<file path="config.mk">
export PLATFORM = sky130hd
export DESIGN_NAME = calc_ndigit_seq
export DESIGN_NICKNAME = d
export VERILOG_FILES = /design/src/rtl/calc_pkg.sv /design/src/rtl/bin2bcd_seq.sv /design/src/rtl/calc_ndigit_seq.sv
export SDC_FILE = /design/constraint.sdc
export NUM_CORES = 1
export LEC_CHECK = 0
export BUFFER_PORTS_ARGS = -buffer_cell sky130_fd_sc_hd__clkbuf_2
export CORE_UTILIZATION = 45
export CTS_CLUSTER_SIZE = 8
export DETAILED_ROUTE_END_ITERATION = 12
export PLACE_DENSITY = 0.71
export SLEW_MARGIN = 30
export SYNTH_ARGS = -nofsm -noshare
export SYNTH_HDL_FRONTEND = slang
export SYNTH_SLANG_ARGS = --single-unit
</file>
<file path="constraint.sdc">
create_clock -name clk -period 3.45 [get_ports clk]
set_clock_uncertainty 0.15 [all_clocks]
set_input_delay 0.69 -clock clk [delete_from_list [all_inputs] [get_ports clk]]
set_output_delay 0.69 -clock clk [all_outputs]
set_load 0.01 [all_outputs]
</file>
<file path="src/rtl/calc_pkg.sv">
// Shared encodings and helpers for the N-digit keypad calculator.
package calc_pkg;

   localparam int MAX_DIGITS = 4;

   typedef enum logic [1:0] {
      MODE_ADD = 2'd0,
      MODE_SUB = 2'd1,
      MODE_MUL = 2'd2,
      MODE_DIV = 2'd3
   } mode_t;

   typedef enum logic [1:0] {IDLE, CALC, CONV, DONE} state_t;

   // Unused upper digits are zero, so the widest form serves every DIGITS.
   function automatic logic [31:0] bcd2bin(input logic [4*MAX_DIGITS-1:0] digits);
      logic [31:0] v;
      v = '0;
      for (int i = MAX_DIGITS - 1; i >= 0; i--)
         v = v * 32'd10 + {28'd0, digits[4*i +: 4]};
      return v;
   endfunction

endpackage

</file>
<file path="src/rtl/bin2bcd_seq.sv">
// Sequential double-dabble: start loads a binary value, done pulses once
// the BCD vector is valid, RW cycles after start.
module bin2bcd_seq #(
   parameter int RW         = 14,
   parameter int RES_DIGITS = 4
) (
   input  logic                    clk,
   input  logic                    rst_n,
   input  logic                    start,
   input  logic [RW-1:0]           value,
   output logic [4*RES_DIGITS-1:0] bcd,
   output logic                    done
);

   localparam int CW = $clog2(RW);

   logic [RW-1:0]           sr_q;
   logic [CW-1:0]           cnt_q;
   logic                    running_q;
   logic [4*RES_DIGITS-1:0] adj;

   always_comb begin
      adj = bcd;
      for (int i = 0; i < RES_DIGITS; i++)
         if (bcd[4*i +: 4] >= 4'd5) adj[4*i +: 4] = bcd[4*i +: 4] + 4'd3;
   end

   // The load cycle performs the first shift: the BCD field starts at zero,
   // so no add-3 correction applies to it.
   always_ff @(posedge clk or negedge rst_n) begin
      if (!rst_n) begin
         sr_q      <= '0;
         cnt_q     <= '0;
         running_q <= 1'b0;
         bcd       <= '0;
         done      <= 1'b0;
      end else begin
         done <= 1'b0;
         if (start) begin
            bcd       <= {{(4*RES_DIGITS-1){1'b0}}, value[RW-1]};
            sr_q      <= value << 1;
            cnt_q     <= CW'(RW - 1);
            running_q <= 1'b1;
         end else if (running_q) begin
            bcd   <= (adj << 1) | {{(4*RES_DIGITS-1){1'b0}}, sr_q[RW-1]};
            sr_q  <= sr_q << 1;
            cnt_q <= cnt_q - 1'b1;
            if (cnt_q == CW'(1)) begin
               running_q <= 1'b0;
               done      <= 1'b1;
            end
         end
      end
   end

endmodule

</file>
<file path="src/rtl/calc_ndigit_seq.sv">
// N-digit BCD keypad calculator: digit entry, multi-cycle add/sub/mul/div,
// and sequential binary-to-BCD conversion of the result.
module calc_ndigit_seq
   import calc_pkg::*;
#(
   parameter int DIGITS     = 2,
   parameter int W          = $clog2(10**DIGITS),
   parameter int RES_DIGITS = 2*DIGITS,
   parameter int RW         = 2*W
) (
   input  logic                    clk,
   input  logic                    rst_n,
   input  logic [3:0]              key_in,
   input  logic                    num_valid,
   input  logic                    sel_operand,
   input  logic                    clear,
   input  logic [1:0]              mode_arith,
   input  logic                    start,
   output logic [4*DIGITS-1:0]     first_bcd,
   output logic [4*DIGITS-1:0]     second_bcd,
   output logic [4*RES_DIGITS-1:0] result_bcd,
   output logic                    negative,
   output logic                    div_err,
   output logic                    busy,
   output logic                    done
);

   localparam int CW = $clog2(W);
   localparam logic [CW-1:0] LAST_STEP = CW'(W - 1);

   state_t state_q, state_n;
   mode_t  mode_q;

   logic [W-1:0]  a_q, b_q;
   logic [RW-1:0] acc_q, mcand_q, acc_n;
   logic [W-1:0]  mplier_q, rem_q, quo_q, rem_n, quo_n;
   logic [W:0]    r_sh;
   logic [CW-1:0] cnt_q;
   logic          neg_pend_q, err_pend_q;

   logic                    calc_last, conv_start, conv_done;
   logic [RW-1:0]           calc_value;
   logic [4*RES_DIGITS-1:0] conv_bcd;
   logic [4*DIGITS+3:0]     first_sh, second_sh;

   assign first_sh  = {first_bcd, key_in};
   assign second_sh = {second_bcd, key_in};
   assign busy      = (state_q != IDLE);

   // One shift-add / restoring-division step; calc_value is what the
   // converter receives on the final CALC cycle.
   always_comb begin
      // NOTE: every output of this block gets a default first, so no path can infer a latch.
      acc_n      = acc_q + (mplier_q[0] ? mcand_q : '0);
      r_sh       = {rem_q, quo_q[W-1]};
      rem_n      = r_sh[W-1:0];
      quo_n      = {quo_q[W-2:0], 1'b0};
      calc_last  = 1'b1;
      calc_value = '0;
      if (r_sh >= {1'b0, b_q}) begin
         rem_n = W'(r_sh - {1'b0, b_q});
         quo_n = {quo_q[W-2:0], 1'b1};
      end
      case (mode_q)
         MODE_ADD: calc_value = {{W{1'b0}}, a_q} + {{W{1'b0}}, b_q};
         MODE_SUB: calc_value = (b_q > a_q) ? {{W{1'b0}}, b_q - a_q}
                                            : {{W{1'b0}}, a_q - b_q};
         MODE_MUL: begin
            calc_last  = (cnt_q == LAST_STEP);
            calc_value = acc_n;
         end
         MODE_DIV: begin
            calc_last  = (b_q == '0) || (cnt_q == LAST_STEP);
            calc_value = (b_q == '0) ? '0 : {{W{1'b0}}, quo_n};
         end
         default: ;
      endcase
   end

   always_ff @(posedge clk or negedge rst_n) begin
      if (!rst_n) state_q <= IDLE;
      else        state_q <= state_n;
   end

   always_comb begin
      state_n    = state_q;
      conv_start = 1'b0;
      case (state_q)
         IDLE: if (start && !clear) state_n = CALC;
         CALC: if (calc_last) begin
            conv_start = 1'b1;
            state_n    = CONV;
         end
         CONV: if (conv_done) state_n = DONE;
         DONE: state_n = IDLE;
         default: state_n = IDLE;
      endcase
   end

   always_ff @(posedge clk or negedge rst_n) begin
      if (!rst_n) begin
         first_bcd  <= '0;
         second_bcd <= '0;
         result_bcd <= '0;
         negative   <= 1'b0;
         div_err    <= 1'b0;
         done       <= 1'b0;
         mode_q     <= MODE_ADD;
         a_q        <= '0;
         b_q        <= '0;
         acc_q      <= '0;
         mcand_q    <= '0;
         mplier_q   <= '0;
         rem_q      <= '0;
         quo_q      <= '0;
         cnt_q      <= '0;
         neg_pend_q <= 1'b0;
         err_pend_q <= 1'b0;
      end else begin
         // NOTE: non-blocking everywhere here, so each register sees pre-edge values.
         done <= 1'b0;
         case (state_q)
            IDLE: begin
               if (clear) begin
                  first_bcd  <= '0;
                  second_bcd <= '0;
                  result_bcd <= '0;
                  negative   <= 1'b0;
                  div_err    <= 1'b0;
               end else if (start) begin
                  mode_q   <= mode_t'(mode_arith);
                  a_q      <= W'(bcd2bin((4*MAX_DIGITS)'(first_bcd)));
                  b_q      <= W'(bcd2bin((4*MAX_DIGITS)'(second_bcd)));
                  acc_q    <= '0;
                  mcand_q  <= RW'(bcd2bin((4*MAX_DIGITS)'(first_bcd)));
                  mplier_q <= W'(bcd2bin((4*MAX_DIGITS)'(second_bcd)));
                  rem_q    <= '0;
                  quo_q    <= W'(bcd2bin((4*MAX_DIGITS)'(first_bcd)));
                  cnt_q    <= '0;
               end else if (num_valid && key_in <= 4'd9) begin
                  if (sel_operand) second_bcd <= second_sh[4*DIGITS-1:0];
                  else             first_bcd  <= first_sh[4*DIGITS-1:0];
               end
            end
            CALC: begin
               acc_q    <= acc_n;
               mcand_q  <= mcand_q << 1;
               mplier_q <= mplier_q >> 1;
               rem_q    <= rem_n;
               quo_q    <= quo_n;
               cnt_q    <= cnt_q + 1'b1;
               if (calc_last) begin
                  neg_pend_q <= (mode_q == MODE_SUB) && (b_q > a_q);
                  err_pend_q <= (mode_q == MODE_DIV) && (b_q == '0);
               end
            end
            CONV: if (conv_done) begin
               result_bcd <= conv_bcd;
               negative   <= neg_pend_q;
               div_err    <= err_pend_q;
               done       <= 1'b1;
            end
            default: ;
         endcase
      end
   end

   bin2bcd_seq #(.RW(RW), .RES_DIGITS(RES_DIGITS)) u_bin2bcd (
      .clk   (clk),
      .rst_n (rst_n),
      .start (conv_start),
      .value (calc_value),
      .bcd   (conv_bcd),
      .done  (conv_done)
   );

endmodule

</file>
======== Yosys cells after proc, flatten, opt, wreduce, memory -nomap -nowiden ========
Cells that the tools add are included.
storage, ports and cells
  RAM bits ................................ 0
  output and inout bits ................... 36
  ROM bits ................................ 0
  bits in latches ......................... 0
  word-level logic and storage cells ...... 150
  bits in registers ....................... 143
  bits of input ports ..................... 12
  memories kept ........................... 0
operators by class
  div/mod/pow operators ................... 0
  multiplexer cells ....................... 65
  $lt $le $gt $ge ......................... 7
  shifts and indexed selects .............. 0
  reductions and logical operators ........ 22
  $mul .................................... 2
  add/subtract/negate cells ............... 13
  equality and inequality tests ........... 16
  bitwise gates (word level) .............. 2
operators by type and width
  operator               count
  $mux W14               7
  $mux W16               4
  $mux W8                8
  $mux W7                9
  $pmux W14 S2           2
  $pmux W14 S4           1
  $pmux W7 S2            3
  $pmux W16 S2           1
  $sub A7 B7 Y7          3
  $mux W4                5
  $ge A4 B3 Y1 const B   4
  $or A16 B1 Y16         1
  $add A14 B14 Y14       1
  $mux W1                14
  $add A4 B2 Y4 const B  3
  $ne A2 B2 Y1 const B   6
  $reduce_and A3 Y1      4
  $reduce_bool A2 Y1     6
  $add A8 B4 Y9          1
  $mux W3                3
  $add A7 B7 Y8          1
  $eq A2 B2 Y1 const B   4
  $ge A8 B7 Y1           1
  $pmux W2 S4            1
  23 further kinds       34

======== Longest topological paths before layout ========
  word-level depth ........................ 6
  mapped depth ............................ 11
  mapped depth without buffers ............ 11

======== Modules after synthesis ========
From an unflattened synthesis, not the netlist that was laid out.
second synthesis, totals
  cell total of the unflattened synthesis .. 911
  area total of the unflattened synthesis .. 8,723.4 um2
by module, submodules not included
  module           instances  cells each  area each (um2)  seq. area each (um2)
  calc_ndigit_seq  1          719         6,824.0          2,677.6
  bin2bcd_seq      1          192         1,899.3          875.8

======== Least setup slack after synthesis ========
OpenSTA, ideal clock, no wires.
  path kind ............................... register to register
  start point ............................. register a_q[1]
  end point ............................... register u_bin2bcd.sr_q[7]
  clock period less this slack ............ 2.494 ns
  buffers on the path ..................... 0
  slack ................................... 0.956 ns
  arrival time ............................ 2.222 ns
  data required time ...................... 3.178 ns
  stages on the path, launching flop included .. 10
  library setup time ...................... 0.122 ns
  path through ............................ dfrtp_1 inv_1 ha_1 nor2b_4 o31a_1 o21ai_4 mux2i_1 xnor2_1 nand3_1 a32o_1
on the way
  longest elaborated chain between the ends .. 4
  elaborated cells on any way between the ends .. 7
  those cells by class .................... add/sub: 3; order compare: 1; mux: 3
RTL lines
  item                                         RTL line                source
  start, declared                              calc_ndigit_seq.sv:34   logic [W-1:0] a_q, b_q;
  start signal, assigned                       calc_ndigit_seq.sv:132  a_q <= W'(bcd2bin((4*MAX_DIGITS)'(first_bcd)));
  $sub A7 B7 Y7, or another cell as far along  calc_ndigit_seq.sv:67   : {{W{1'b0}}, a_q - b_q};
  $mux W7                                      calc_ndigit_seq.sv:66   MODE_SUB: calc_value = (b_q > a_q) ? {{W{1'b0}}, b_q - a_q}
  $pmux W14 S4 *                               calc_ndigit_seq.sv:64   case (mode_q)
  $mux W14 *                                   bin2bcd_seq.sv:39       if (start) begin
  end signal, assigned                         bin2bcd_seq.sv:41       sr_q <= value << 1;
  end signal, assigned                         bin2bcd_seq.sv:46       sr_q <= sr_q << 1;
  end, declared                                bin2bcd_seq.sv:17       logic [RW-1:0] sr_q;
Every way passes the cells marked *; elsewhere a longest branch is shown, timed or not.
A chain may end at the register's enable or synchronous reset.

======== Worst setup path after layout ========
  start point ............................. register mplier_q[0]
  end point ............................... register u_bin2bcd.sr_q[7]
on the way
  longest elaborated chain between the ends .. 4
RTL lines
  item                    RTL line                source
  start, declared         calc_ndigit_seq.sv:36   logic [W-1:0] mplier_q, rem_q, quo_q, rem_n, quo_n;
  start signal, assigned  calc_ndigit_seq.sv:136  mplier_q <= W'(bcd2bin((4*MAX_DIGITS)'(second_bcd)));
  start signal, assigned  calc_ndigit_seq.sv:148  mplier_q <= mplier_q >> 1;
  $mux W14                calc_ndigit_seq.sv:54   acc_n = acc_q + (mplier_q[0] ? mcand_q : '0);
  $add A14 B14 Y14        calc_ndigit_seq.sv:54
  $pmux W14 S4            calc_ndigit_seq.sv:64
  $mux W14                bin2bcd_seq.sv:39
No other way between the ends.

==> impl_summary.txt <==
----------------------------------------------------
[STA]
  Slew of the pin with the lowest slew margin ... 0.8330 ns
  Number of pins exceeding their max-slew limit in the final report ... 0
  Tmin final ... 2.754 ns
  Fin Setup TNS ... 0 ns
  Relative slew slack ... 0.4433
  Maximum clock frequency ... 363.1 MHz
  Final Setup Violations ... 0
  Unrepaired setup endpoints after global routing ... false
  Period Utilization, post-route ... 0.7983
  Number of endpoints with negative hold slack in the final report ... 0

[Synthesis]
  Area share of the largest cell type after synthesis ... 0.4130
  Net count of the mapped netlist ... 999
  Cell type with the highest aggregate area in the netlist ... sky130_fd_sc_hd__dfrtp_1
  Combined area of all synthesized cells ... 8603 um2
  Number of distinct library cells after synthesis ... 62
  Post-Syn Instances ... 910
  Avg Synthesized Cell Area ... 9.454 um2
  Largest cells by area after synthesis ... sky130_fd_sc_hd__dfrtp_1 41%, sky130_fd_sc_hd__ha_1 9.9%, sky130_fd_sc_hd__o21ai_0 5.4%, sky130_fd_sc_hd__nand2_1 4.5%, sky130_fd_sc_hd__a21oi_1 3.8%
  EDFF count, synth ... 0
  Total of warnings raised by yosys ... 0
  Register area share after synthesis ... 0.4130
  Fraction of registers with async set/reset ... 1.000
  Post-synth top flop ... sky130_fd_sc_hd__dfrtp_1
  Flop and latch count out of synthesis ... approximately 140

[Clock tree]
  Clock Sink Count ... 142
  Clock edge transition at the registers on the reported setup and hold paths ... 0.06 ns
  Count of H-tree levels built during CTS ... 4
  Quantity of hold-fixing buffers added after cts ... 0
  Clock tree from TritonCTS ... yes
  Clock latency at the later pin of the worst-skew pair ... 0.42 ns
  Buffers inserted by post-CTS timing repair ... 0
  TritonCTS buffer count ... 17
  Post-CTS resize count ... 0
  CTS Root Cell ... sky130_fd_sc_hd__clkbuf_16
  Buffers from clock root to sink, at most ... 2

[Placed design]
  I/O Buffers ... 47
  Placed cell count ... about 1200
  Routability-driven placement congestion ratio ... 0.8594
  Total half-perimeter wirelength after legalization and detailed placement ... 13.28 mm

[Worst setup path]
  Category of cells accounting for the largest share of critical-path delay ... compound AO/OA/AOI/OAI gates
  Cells on worst reg2reg path ... 10
  Largest stage delay on the critical path ... 0.49 ns
  WP buf/inv ... 0
  Capturing element type of the critical path ... register
  Worst Path Max Fanout ... 15
  Critical path startpoint category ... register
  Depth of the critical timing path with buffers and inverters included ... 10
  Signal arrival time at the worst endpoint ... 2.97 ns
  Cell type with the highest occurrence count on the critical path ... sky130_fd_sc_hd__a21oi_1
  Worst Path Class, Setup ... reg2reg
  Cell with the largest stage delay on the worst path ... sky130_fd_sc_hd__dfrtp_1
  Data required time of the worst path ... 3.66 ns
  Sequence of cells on the critical path ... and2_1, ha_1, fa_1, a21oi_1, o21ai_0, a21oi_1, xnor2_1, or2b_2, nand3_1, a32o_1

[Routing]
  Drt initial violations ... 509
  DR vias/cell ... 5.472
  Total via count after detailed routing ... 6528
  DR pass1 iterations ... 6
  Average wire per standard cell ... about 16 um
  Remaining number of nets flagged by the antenna check after routing ... 0
  DRC violation count after routing ... 0
  Detailed Route WL ... about 19 mm

[Power]
  Reported leakage power ... 4.648 nW
  Pwr per Cell Area ... just over 1000 nW/um2
  Net switching power ... 4.311 mW
  Combinational group share of total power ... 0.518
  Share of total power consumed by net switching ... 0.4390
  Total power after layout ... between 9 and 10 mW
  Power share of the sequential group ... 0.295
  Peak ir drop on the vdd network ... 618.8 uV
  Design internal power ... ~5.5 mW
  Clock power frac ... 0.187

[Floorplan]
  Number of rows created at floorplan ... 50
  Starting density of the core ... 0.4599
  Die boundary height ... 140.3 um
  Count of pins on the block boundary ... 48
  Placeable core region ... 18710 um2
  Die span in x ... 140.3 um
  Area of the die ... 19680 um2

[Layout]
  Most common library cell in the layout ignoring fill and taps ... sky130_fd_sc_hd__dfrtp_1
  Final layout net count ... 1035
  Proportion of layout cells with a drive suffix above 1 ... 0.1157
  Commonest cells after routing, fill and taps aside ... 142 x sky130_fd_sc_hd__dfrtp_1, 103 x sky130_fd_sc_hd__nand2_1, 92 x sky130_fd_sc_hd__o21ai_0
  Post-layout instance count excluding filler cells ... 1193
  Final antenna diode count ... 0
  Synth-to-layout area growth ... 11.94%

[Global routing]
  Antenna violations before repair ... 0
  Pin count of the biggest net entering global routing ... 76
  Overall routing resource usage ... 0.1996
  First-pass GRT wire length ... roughly 31 mm
  Via count of the first global-routing pass ... 6314
  Final global-route overflow total ... 0

[Run]
  Max_cap viols ... 0

[Worst hold path]
  Class of the worst hold path ... in2async

[Run status]
  Result of the run ... finished, final reports clean

----------------------------------------------------
[sequential cells by signal (all words and copies together), names as in the netlist, 2 cells and up]
signal,flops
b_q,7
state_q,2
u_bin2bcd.cnt_q,4
mplier_q,7
result_bcd,16
first_bcd,8
u_bin2bcd.bcd,16
second_bcd,8
mode_q,2
u_bin2bcd.sr_q,13
acc_q,14
rem_q,7
cnt_q,3
quo_q,7
mcand_q,14
a_q,7
[kinds of logic (layout without fill, tap and decap cells)]
family                   Yosys count  in the layout  share of synthesized area
AO/OA/AOI/OAI                    269            269                     0.1995
AND/OR/NAND/NOR                  238            238                     0.1273
flip-flops                       142            142                     0.4130
buffers and inverters            102            151                    0.04988
adder cells (fa/ha/maj)           77             77                     0.1198
XOR/XNOR                          44             44                    0.04479
multiplexers                      38             38                    0.04567
[power by group through the flow]
stage	Clock, mW	Sequential, mW	Combinational (mW)
after global placement	0	2.89	4.95
final	1.83	2.90	5.09
after global routing	1.94	2.98	5.74
after floorplan	0	2.76	3.99
after CTS	1.86	2.89	5.09
after detailed placement	0	2.91	5.05
[path summary, 6_finish.rpt]
kind / from / endpoint / slack, ns
worst min register to register: mplier_q[1]$_DFFE_PN0P_ / mplier_q[1]$_DFFE_PN0P_ / 0.34
min in group clk: mplier_q[1]$_DFFE_PN0P_ / mplier_q[1]$_DFFE_PN0P_ / 0.34
worst max register to register: mplier_q[0]$_DFFE_PN0P_ / u_bin2bcd.sr_q[7]$_DFFE_PN0P_ / 0.70
max in group asynchronous: rst_n / cnt_q[0]$_DFFE_PN0P_ / 2.21
worst min-delay path: rst_n / negative$_DFFE_PN0P_ / 0.15
worst max-delay path: mplier_q[0]$_DFFE_PN0P_ / u_bin2bcd.sr_q[7]$_DFFE_PN0P_ / 0.70
[area by class of cell]
class                      count  area (um2)
fill                        1740        9075
sequential                   142        3553
timing repair buffer          58       336.6
clock inverter                12       133.9
inverter                      61       229.0
clock buffer                  20       456.7
multi-input combinational    666        4628
tap                          234       292.8
[metrics by stage]
stage / hold slack, ns / cell area, um2 / setup WS [ns] / utilization
finish: 0.1477 / 9630 / 0.6958 / 0.5148
global route: 0.2054 / 9630 / 0.3956 / 0.5148
CTS: 0.1690 / 9630 / 0.6969 / 0.5148
detailed placement: 0.3280 / 9040 / 0.7132 / 0.4833
global placement: 0.3119 / 9037 / 0.7853 / 0.4831
floorplan: 0.2444 / 8603 / 0.9560 / -
[per-layer routing]
metal,global-route usage,part of all wire
met5,0,0
met4,0.05321,0.011
met3,0.04034,0.046
met2,0.3224,0.46
met1,0.2728,0.48
[cell usage after synthesis, types with 13 or more instances]
cell and number:
sky130_fd_sc_hd__xor2_1 15, sky130_fd_sc_hd__dfrtp_1 142, sky130_fd_sc_hd__clkbuf_1 26, sky130_fd_sc_hd__nor2b_1 13
sky130_fd_sc_hd__a22o_1 30, sky130_fd_sc_hd__o21ai_0 92, sky130_fd_sc_hd__ha_1 68, sky130_fd_sc_hd__and2_1 17
sky130_fd_sc_hd__a21oi_1 66, sky130_fd_sc_hd__nand2_1 103, sky130_fd_sc_hd__nand3_1 18, sky130_fd_sc_hd__nor2_1 49
sky130_fd_sc_hd__mux2i_1 28, sky130_fd_sc_hd__inv_1 60, sky130_fd_sc_hd__xnor2_1 29
Power figures use the tool's default switching activity.
